## src/rtl/ltc_pkg.sv

```systemverilog
// Shared constants, state encoding and field record for the LTC frame decoder.
// LTC bit positions are the on-tape positions of the forward-order frame.
package ltc_pkg;

    localparam int unsigned LTC_FRAME_BITS = 80;
    localparam int unsigned SYNC_BITS      = 16;
    localparam int unsigned SYNC_POS       = 64;
    localparam logic [15:0] SYNC_FWD       = 16'hBFFC;
    localparam logic [15:0] SYNC_REV       = 16'h3FFD;

    localparam int unsigned FRM_UNITS_POS   = 0;
    localparam int unsigned FRM_TENS_POS    = 8;
    localparam int unsigned DROP_FRAME_POS  = 10;
    localparam int unsigned COLOR_FRAME_POS = 11;
    localparam int unsigned SEC_UNITS_POS   = 16;
    localparam int unsigned SEC_TENS_POS    = 24;
    localparam int unsigned MIN_UNITS_POS   = 32;
    localparam int unsigned MIN_TENS_POS    = 40;
    localparam int unsigned HRS_UNITS_POS   = 48;
    localparam int unsigned HRS_TENS_POS    = 56;
    localparam int unsigned USER_POS        = 4;
    localparam int unsigned USER_STRIDE     = 8;
    localparam int unsigned USER_GROUPS     = 8;

    typedef enum logic {
        HUNT,
        LOCKED
    } ltc_state_t;

    typedef struct packed {
        logic [7:0]  hours;
        logic [7:0]  minutes;
        logic [7:0]  seconds;
        logic [7:0]  frames;
        logic [31:0] user_bits;
        logic        drop_frame;
        logic        color_frame;
    } ltc_tc_t;

    function automatic logic bcd_digit_ok(input logic [3:0] d);
        return d <= 4'd9;
    endfunction

endpackage

```

## src/rtl/ltc_field_extract.sv

```systemverilog
// Combinational decode of the 80-bit frame window into BCD time fields, flags,
// user bits and a BCD validity flag, for either playback direction.
module ltc_field_extract
    import ltc_pkg::*;
(
    input  logic [LTC_FRAME_BITS-1:0] sr,
    input  logic                      reverse,
    output ltc_tc_t                   tc,
    output logic                      bcd_ok
);

    logic [LTC_FRAME_BITS-1:0] f;
    logic [3:0] frm_u, sec_u, min_u, hrs_u;
    logic [1:0] frm_t, hrs_t;
    logic [2:0] sec_t, min_t;
    logic       hrs_range_ok;
    logic       unused_f;

    // Reverse playback delivers the sync word after the data it belongs to, so
    // the 64 data bits sit below it in sr with LTC bit 0 next to the sync.
    always_comb begin
        f = sr;
        if (reverse) begin
            for (int k = 0; k < int'(SYNC_POS); k++) begin
                f[k] = sr[int'(SYNC_POS) - 1 - k];
            end
        end
    end

    assign frm_u = f[FRM_UNITS_POS +: 4];
    assign frm_t = f[FRM_TENS_POS  +: 2];
    assign sec_u = f[SEC_UNITS_POS +: 4];
    assign sec_t = f[SEC_TENS_POS  +: 3];
    assign min_u = f[MIN_UNITS_POS +: 4];
    assign min_t = f[MIN_TENS_POS  +: 3];
    assign hrs_u = f[HRS_UNITS_POS +: 4];
    assign hrs_t = f[HRS_TENS_POS  +: 2];

    always_comb begin
        tc             = '0;
        tc.frames      = {2'b00, frm_t, frm_u};
        tc.seconds     = {1'b0,  sec_t, sec_u};
        tc.minutes     = {1'b0,  min_t, min_u};
        tc.hours       = {2'b00, hrs_t, hrs_u};
        tc.drop_frame  = f[DROP_FRAME_POS];
        tc.color_frame = f[COLOR_FRAME_POS];
        for (int g = 0; g < int'(USER_GROUPS); g++) begin
            tc.user_bits[4*g +: 4] = f[int'(USER_POS) + int'(USER_STRIDE) * g +: 4];
        end
    end

    assign hrs_range_ok = !((hrs_t == 2'd2) && (hrs_u > 4'd3));

    always_comb begin
        bcd_ok = bcd_digit_ok(frm_u) && bcd_digit_ok(sec_u) &&
                 bcd_digit_ok(min_u) && bcd_digit_ok(hrs_u) &&
                 (frm_t <= 2'd2) && (sec_t <= 3'd5) && (min_t <= 3'd5) &&
                 (hrs_t <= 2'd2) && hrs_range_ok;
    end

    // Polarity/BGF flags and the sync word itself carry no decoded field.
    assign unused_f = ^{f[27], f[43], f[59:58], f[79:64]};

endmodule

```

## src/rtl/ltc_frame_decoder.sv

```systemverilog
// LTC frame aligner: hunts for the sync word in either direction, locks to the
// 80-bit frame boundary and publishes validated timecode with a one-cycle strobe.
module ltc_frame_decoder
    import ltc_pkg::*;
#(
    parameter int unsigned MISS_LIMIT = 3
) (
    input  logic        clk,
    input  logic        rst,
    input  logic        bit_strobe,
    input  logic        bit_in,
    input  logic        nosignal,
    output logic        frame_valid,
    output logic        frame_err,
    output logic        locked,
    output logic        reverse,
    output logic [7:0]  tc_hours,
    output logic [7:0]  tc_minutes,
    output logic [7:0]  tc_seconds,
    output logic [7:0]  tc_frames,
    output logic [31:0] user_bits,
    output logic        drop_frame,
    output logic        color_frame
);

    localparam logic [6:0] LAST_BIT  = 7'(LTC_FRAME_BITS - 1);
    localparam logic [2:0] MISS_LAST = 3'(MISS_LIMIT - 1);

    logic [LTC_FRAME_BITS-1:0] sr;
    logic                      strobe_q;
    ltc_state_t                state;
    logic [6:0]                bit_cnt;
    logic [2:0]                miss_cnt;
    ltc_tc_t                   tc_q;

    logic    fwd_match, rev_match, sync_hit, same_dir, frame_end, eval_rev;
    logic    accept, reject, miss;
    ltc_tc_t ext_tc;
    logic    bcd_ok;

    // Evaluation runs one cycle after the strobe, on the already-shifted window.
    always_ff @(posedge clk) begin
        if (rst) begin
            sr       <= '0;
            strobe_q <= 1'b0;
        end else if (nosignal) begin
            strobe_q <= 1'b0;
        end else begin
            strobe_q <= bit_strobe;
            if (bit_strobe) begin
                sr <= {bit_in, sr[LTC_FRAME_BITS-1:1]};
            end
        end
    end

    assign fwd_match = (sr[LTC_FRAME_BITS-1 -: SYNC_BITS] == SYNC_FWD);
    assign rev_match = (sr[LTC_FRAME_BITS-1 -: SYNC_BITS] == SYNC_REV);
    assign eval_rev  = (state == LOCKED) ? reverse : rev_match;

    ltc_field_extract u_extract (
        .sr      (sr),
        .reverse (eval_rev),
        .tc      (ext_tc),
        .bcd_ok  (bcd_ok)
    );

    always_comb begin
        sync_hit  = fwd_match | rev_match;
        same_dir  = reverse ? rev_match : fwd_match;
        frame_end = (bit_cnt == LAST_BIT);
        accept    = 1'b0;
        reject    = 1'b0;
        miss      = 1'b0;
        if (strobe_q && !nosignal) begin
            if (state == HUNT) begin
                accept = sync_hit & bcd_ok;
                reject = sync_hit & ~bcd_ok;
            end else if (frame_end) begin
                // An opposite-direction sync while locked counts as a miss.
                accept = same_dir & bcd_ok;
                reject = same_dir & ~bcd_ok;
                miss   = ~same_dir;
            end
        end
    end

    always_ff @(posedge clk) begin
        if (rst) begin
            state       <= HUNT;
            locked      <= 1'b0;
            reverse     <= 1'b0;
            bit_cnt     <= '0;
            miss_cnt    <= '0;
            frame_valid <= 1'b0;
            frame_err   <= 1'b0;
            tc_q        <= '0;
        end else if (nosignal) begin
            state       <= HUNT;
            locked      <= 1'b0;
            bit_cnt     <= '0;
            miss_cnt    <= '0;
            frame_valid <= 1'b0;
            frame_err   <= 1'b0;
        end else begin
            frame_valid <= accept;
            frame_err   <= reject | miss;
            if (accept) begin
                tc_q    <= ext_tc;
                reverse <= eval_rev;
            end
            unique case (state)
                HUNT: begin
                    if (accept) begin
                        state    <= LOCKED;
                        locked   <= 1'b1;
                        bit_cnt  <= '0;
                        miss_cnt <= '0;
                    end
                end
                LOCKED: begin
                    if (strobe_q) begin
                        bit_cnt <= frame_end ? 7'd0 : bit_cnt + 7'd1;
                    end
                    if (accept) begin
                        miss_cnt <= '0;
                    end else if (miss) begin
                        if (miss_cnt == MISS_LAST) begin
                            state    <= HUNT;
                            locked   <= 1'b0;
                            miss_cnt <= '0;
                        end else begin
                            miss_cnt <= miss_cnt + 3'd1;
                        end
                    end
                end
                default: state <= HUNT;
            endcase
        end
    end

    assign tc_hours    = tc_q.hours;
    assign tc_minutes  = tc_q.minutes;
    assign tc_seconds  = tc_q.seconds;
    assign tc_frames   = tc_q.frames;
    assign user_bits   = tc_q.user_bits;
    assign drop_frame  = tc_q.drop_frame;
    assign color_frame = tc_q.color_frame;

endmodule

```

## config.mk

```make
export PLATFORM = sky130hd
export DESIGN_NAME = ltc_frame_decoder
export DESIGN_NICKNAME = d
export VERILOG_FILES = /design/src/rtl/ltc_pkg.sv /design/src/rtl/ltc_field_extract.sv /design/src/rtl/ltc_frame_decoder.sv
export SDC_FILE = /design/constraint.sdc
export NUM_CORES = 1
export LEC_CHECK = 0
export CORE_ASPECT_RATIO = 0.9
export CORE_MARGIN = 2
export CORE_UTILIZATION = 45
export CTS_BUF_LIST = sky130_fd_sc_hd__clkbuf_8
export CTS_CLUSTER_DIAMETER = 200
export DETAILED_ROUTE_END_ITERATION = 7
export PLACE_DENSITY = 0.8
export SYNTH_ARGS = -nofsm -noshare
export SYNTH_HDL_FRONTEND = slang
export SYNTH_SLANG_ARGS = --single-unit
```

## constraint.sdc

```tcl
create_clock -name clk -period 2.1 [get_ports clk]
set_input_delay 0.63 -clock clk [delete_from_list [all_inputs] [get_ports clk]]
set_output_delay 0.63 -clock clk [all_outputs]
set_load 0.1 [all_outputs]
```

Word level (Yosys, flattened, before mapping). Index checks and enable logic that the tools add are counted.

Flip-flop bits (word level): 156. Input bits: 5.

$add $sub $neg: 2. Order comparisons: 9. Equality and inequality tests: 11. Multiplexer cells: 31. Bitwise gates (word level): 10. Reductions and logical operators: 18.

Operator list (number): 64-bit 2-to-1 mux (1); 7-bit 2-to-1 mux (3); 1-bit 2-to-1 mux (19); 16-bit by 14-bit equality test with 1-bit output (second input constant) (1); 16-bit equality test (second input constant) (1); 4-bit <= comparator (second input constant) (4); 7-bit case mux with 2 select lines (1); 3-bit 2-to-1 mux (4); 1-bit logical AND (10); 2-bit AND reduction (4); 7-bit by 1-bit adder with 7-bit output (second input constant) (1); 7-bit equality test (second input constant) (1); 3-bit <= comparator (second input constant) (2); 2-bit inequality test (second input constant) (3); 3-bit case mux with 2 select lines (1); 1-bit bitwise AND (4); 4-bit by 2-bit greater-than comparator with 1-bit output (second input constant) (1); 2-bit <= comparator (second input constant) (2); 2-bit by 1-bit inequality test with 1-bit output (second input constant) (2); 1-bit NOT (4); 1-bit case mux with 2 select lines (2); 4-bit AND reduction (1); 3-bit by 1-bit adder with 3-bit output (second input constant) (1); 3-bit by 2-bit equality test with 1-bit output (second input constant) (1); 5 further kinds (7).

Logic depth before layout (Yosys ltp).
Depth in word-level cells: 18. Mapped depth: 9. Depth with buffers taken out: 7.

Cells and area by module. Synthesis repeated with hierarchy kept, for this count alone.

Cells, all modules: 827. Area total of the unflattened synthesis: 7415.9 µm².

Modules (own cells, without submodules): ltc_frame_decoder (times used 1, cells each 739, area each 6528.8 µm²); ltc_field_extract (times used 1, cells each 88, area each 887.1 µm²).

Worst setup path before layout. No wires, ideal clock.

Path type: register to register. Start point: register reverse. End point: register miss_cnt[0]. Data arrival time: 2.302 ns. Required time: 2.027 ns. Slack: -0.275 ns. Stages on the path, launching flop included: 6. Path buffers: 0. Cells stage by stage: dfxtp_1 -> o21ai_0 -> a2111oi_4 -> nand3_1 -> mux2_2 -> nor3_2.

Longest elaborated chain between the ends: 17. Elaborated cells on any way between the ends: 37. Those cells by class: order compare (9); eq/ne (3); mux (11); bitwise (3); reduce/logical (11).

Ends and longest elaborated chain: start: declaration (line ltc_frame_decoder.sv:16) `output logic reverse,`; start signal: assignment (line ltc_frame_decoder.sv:109) `reverse <= eval_rev;`; 1-bit 2-to-1 mux (line ltc_frame_decoder.sv:58) `assign eval_rev = (state == LOCKED) ? reverse : rev_match;`; 64-bit 2-to-1 mux (line ltc_field_extract.sv:23) `if (reverse) begin`; 4-bit <= comparator (line ltc_pkg.sv:41) `return d <= 4'd9;`; 1-bit logical AND (2 in a row) (line ltc_field_extract.sv:55) `bcd_ok = bcd_digit_ok(frm_u) && bcd_digit_ok(sec_u) &&`; 1-bit logical AND (2 in a row) (line ltc_field_extract.sv:56) `bcd_digit_ok(min_u) && bcd_digit_ok(hrs_u) &&`; 1-bit logical AND (3 in a row) (line ltc_field_extract.sv:57) `(frm_t <= 2'd2) && (sec_t <= 3'd5) && (min_t <= 3'd5) &&`; 1-bit logical AND (line ltc_field_extract.sv:58) `(hrs_t <= 2'd2) && hrs_range_ok;`; 1-bit bitwise AND (line ltc_frame_decoder.sv:80) `accept = same_dir & bcd_ok;`; 1-bit 2-to-1 mux (line ltc_frame_decoder.sv:78) `end else if (frame_end) begin`; 1-bit 2-to-1 mux (line ltc_frame_decoder.sv:75) `if (state == HUNT) begin`; 1-bit 2-to-1 mux (line ltc_frame_decoder.sv:74) `if (strobe_q && !nosignal) begin`; 3-bit 2-to-1 mux (tied with other cells) (line ltc_frame_decoder.sv:124) `if (accept) begin`; 3-bit case mux with 2 select lines / 2-bit AND reduction (equally long branches); end signal: assignment (line ltc_frame_decoder.sv:132) `miss_cnt <= miss_cnt + 3'd1;`; end: declaration (line ltc_frame_decoder.sv:33) `logic [2:0] miss_cnt;`.

Several ways; a longest one is shown, not always the timed one. A chain may end at the register's enable or synchronous reset.

Worst setup path after layout.
Start point: register sr[25]. End point: register tc_q, in the netlist user_bits[27].

Longest elaborated chain between the ends: 11. Elaborated cells on any way between the ends: 12. Those cells by class: order compare (1); mux (4); bitwise (2); reduce/logical (5).

Ends and longest elaborated chain: start: declaration (line ltc_frame_decoder.sv:29) `logic [LTC_FRAME_BITS-1:0] sr;`; start signal: assignment (line ltc_frame_decoder.sv:51) `sr <= {bit_in, sr[LTC_FRAME_BITS-1:1]};`; 64-bit 2-to-1 mux (*) (line ltc_field_extract.sv:23); 3-bit <= comparator (*) (line ltc_field_extract.sv:57); 1-bit logical AND (*) (3 in a row) (line ltc_field_extract.sv:57); 1-bit logical AND (*) (line ltc_field_extract.sv:58); 1-bit bitwise AND (line ltc_frame_decoder.sv:80); 1-bit 2-to-1 mux (line ltc_frame_decoder.sv:78); 1-bit 2-to-1 mux (*) (line ltc_frame_decoder.sv:75); 1-bit 2-to-1 mux (*) (line ltc_frame_decoder.sv:74); 2-bit AND reduction (no source line) (*); end signal: assignment (line ltc_frame_decoder.sv:108) `tc_q <= ext_tc;`; end: declaration (line ltc_frame_decoder.sv:34) `ltc_tc_t tc_q;`.

Mark *: on every way between the ends. The rest lies on a longest branch, timed or not.

==> results by group <==
Place
  – Hpwl dp: 11640 µm
  – RePlAce Congestion: 0.8841
  – Setup WS pre-CTS: -0.1650 ns
  – Dpl cells: 1018
  – Port bufs: 68

Timing
  – Final hold vios: 0
  – Max Clock Skew: 0.01611 ns
  – Min Hold Slack: 0.4738 ns
  – Final Cycle Share: 103.6%
  – RSZ-0062 raised after global routing: yes
  – # setup viols final: 65
  – Minimum clock period: 2.176 ns
  – Fmax: 459.5 MHz
  – Slew HR: 61.04%
  – Worst Tran Pin Value: 0.5844 ns
  – Slew Limit Fails: 0
  – Setup ws final: -0.07636 ns

Finish
  – Nets@finish: 872
  – Share of layout cells above drive strength 1: 32.00%
  – Layout area overhead: 41.90%
  – Final Non-Filler Cells: 1076
  – # diodes: 0

Synth
  – Post-synth top area share: 45.33%
  – Yosys reg bits: 156
  – Synth Instances: 752
  – Synth warn: 0
  – Mapped Avg Cell Area: 9.161 µm²
  – List of most frequent post-synthesis cells: 171 x nand2_1, 156 x dfxtp_1, 150 x a21oi_1
  – Synthesized area: 0.006889 mm²
  – Netlist cell types: 49
  – Post-synthesis sequential area ratio: 45.33%
  – Count leader, synth: nand2_1
  – Asr flop ratio synth: 0%
  – EDFF count, synth: 0
  – Yosys top cell by area: dfxtp_1
  – Main area contributors after synthesis: dfxtp_1 45%, a211oi_2 11%, a21oi_1 11%
  – Prevailing post-synth register cell: dfxtp_1

Setup path
  – Setup crit end kind: register
  – CP max FO: 7
  – Data arrival, critical path: 2.50 ns
  – Worst Setup Start Kind: register
  – Critical Path RT: 2.42 ns
  – Setup CP Type: reg2reg

Clocking
  – Num CTS Buffers: 17
  – H-tree depth: 4
  – CTS tree: done
  – Clk sinks: 156
  – Skew-Pair Late Insertion Delay: 0.46 ns
  – Clock-pin slew on the worst setup and hold paths: 0.08 ns
  – Root Buffer Master: clkbuf_8
  – CTS max path bufs: 2

Die
  – Die W: 134.4 µm
  – Core ar.: 0.01482 mm²
  – Die ar.: 0.01632 mm²
  – I/O pins: 75
  – # rows: 42
  – Die H: 121.4 µm
  – Starting density of the core: 46.49%

Power and ir drop
  – Power per cell area: 577.4 mW/mm²
  – Total power: 5.644 mW
  – VDD IR max: 0.4662 mV
  – Leak: 3.741 nW

Detailed routing
  – Vias: 6182
  – Iter 0 DRT Violations: 832
  – Drt first pass iters: 6
  – ANT nets after route: 0
  – WL/cell: 19.15 µm
  – Vias/cell: 5.745
  – Drt drc: 0
  – Post-Route WL: 20610 µm

Min path
  – Worst hold path type: reg2reg

GRT
  – Total track usage: 23.20%
  – Pin count of the biggest net entering global routing: 110
  – Initial antenna violation count: 0
  – GRT overflow: 0
  – Vias in the first global route: 5758
  – First-pass GRT wire length: 29900 µm

Job
  – Total of max-cap violations: 0

Outcome
  – Status: finished with violations
  – Failing checks: setup timing
## cell families after synthesis
kind of cell / count (synthesis) / share of synthesized area, %
AOI/OAI and AO/OA: 239 / 25.06
xor gates and xnor gates: 2 / 0.2543
adders and majority gates: 1 / 0.1816
buffers and inverters: 69 / 5.775
DFF: 156 / 45.33
muxes: 63 / 9.426
other: 1 / 0.05443
and+or+nand+nor: 221 / 13.91
## per-layer routing
metal,track usage (%),routed length [µm],vias to the layer above
met5,0,0,-
met4,6.974,451,0
met3,6.015,1822,40
met2,35.27,9624,292
met1,32.36,8707,2981
li1,-,-,2869
## worst paths after layout
check / from / endpoint / slack [ns] / depth (start not counted)
worst min-delay path: sr[69] / sr[68] / 0.47 / 2
worst max register to register: sr[25] / user_bits[27] / -0.08 / 8
worst max-delay path: sr[25] / user_bits[27] / -0.08 / 8
worst min register to register: sr[69] / sr[68] / 0.47 / 2
## final cells by class
| class | count | area (µm²) |
|---|---|---|
| inverter | 1 | 3.754 |
| clock buffer | 24 | 330.3 |
| fill | 1077 | 5044 |
| multi-input combinational | 532 | 3512 |
| timing repair buffer | 158 | 2444 |
| tap | 198 | 247.7 |
| clock inverter | 7 | 110.1 |
| sequential | 156 | 3128 |
## report_power, final
part	total (mW)	switching [mW]	internal (mW)
Combinational	0.210	0.169	0.0407
Sequential	2.96	0.00247	2.96
Clock	2.47	1.09	1.38
## registers in the layout (all words and copies together) (netlist names), 3 cells and up
signal      cells
miss_cnt        3
tc_frames       6
sr             80
user_bits      32
tc_seconds      7
tc_hours        6
bit_cnt         7
tc_minutes      7
## worst max-delay path, stage by stage (launching register included)
cell       delay, ns
dfxtp_1         0.38
a222oi_1        0.33
and3_1          0.20
nand3_1         0.18
mux2_4          0.36
nor2_4          0.16
buf_12          0.18
clkbuf_16       0.17
a211oi_2        0.06
## repair_timing
| action | CTS | global route |
|---|---|---|
| gates cloned | 3 | 12 |
| resized for setup | 14 | 32 |
| buffers inserted | 8 | 6 |
| hold endpoints to repair | 0 | 0 |
| hold buffers | 0 | 0 |
| pin swaps | 11 | 16 |
| setup endpoints to repair | 66 | 72 |
## per-stage QoR
| step | setup TNS (ns) | area [µm²] | utilization [%] |
|---|---|---|---|
| 5_1_grt | -7.873 | 9776 | 65.97 |
| 6_report | -3.211 | 9776 | 65.97 |
| 3_5_place_dp | -8.227 | 8691 | 58.65 |
| 2_1_floorplan | 0 | 6909 | - |
| 4_1_cts | -0.3209 | 9379 | 63.29 |
| 3_3_place_gp | -4.791 | 8691 | 58.65 |
## cells in the final DEF (no fill, tap or decap), types with 2 or more instances in the layout
cell and n:
a211oi_2 61, a21o_1 2, a21oi_1 141, a21oi_2 6, a21oi_4 3, a222oi_1 2
and3_1 5, buf_12 77, buf_16 4, buf_4 55, buf_6 7, buf_8 3
bufinv_16 3, clkbuf_16 9, clkbuf_8 24, clkdlybuf4s50_1 3, conb_1 6, dfxtp_1 152
dfxtp_2 4, inv_1 3, mux2_4 2, mux2i_1 59, nand2_1 168, nand2_2 3
nand2b_1 4, nand3_1 5, nand3b_1 3, nand4_1 3, nand4b_1 2, nor2_1 7
nor2b_1 3, nor3_1 7, nor4_1 2, o21ai_0 11, o22ai_2 2, or2_2 2
xor2_1 2
(Power assumes the default switching activity.)
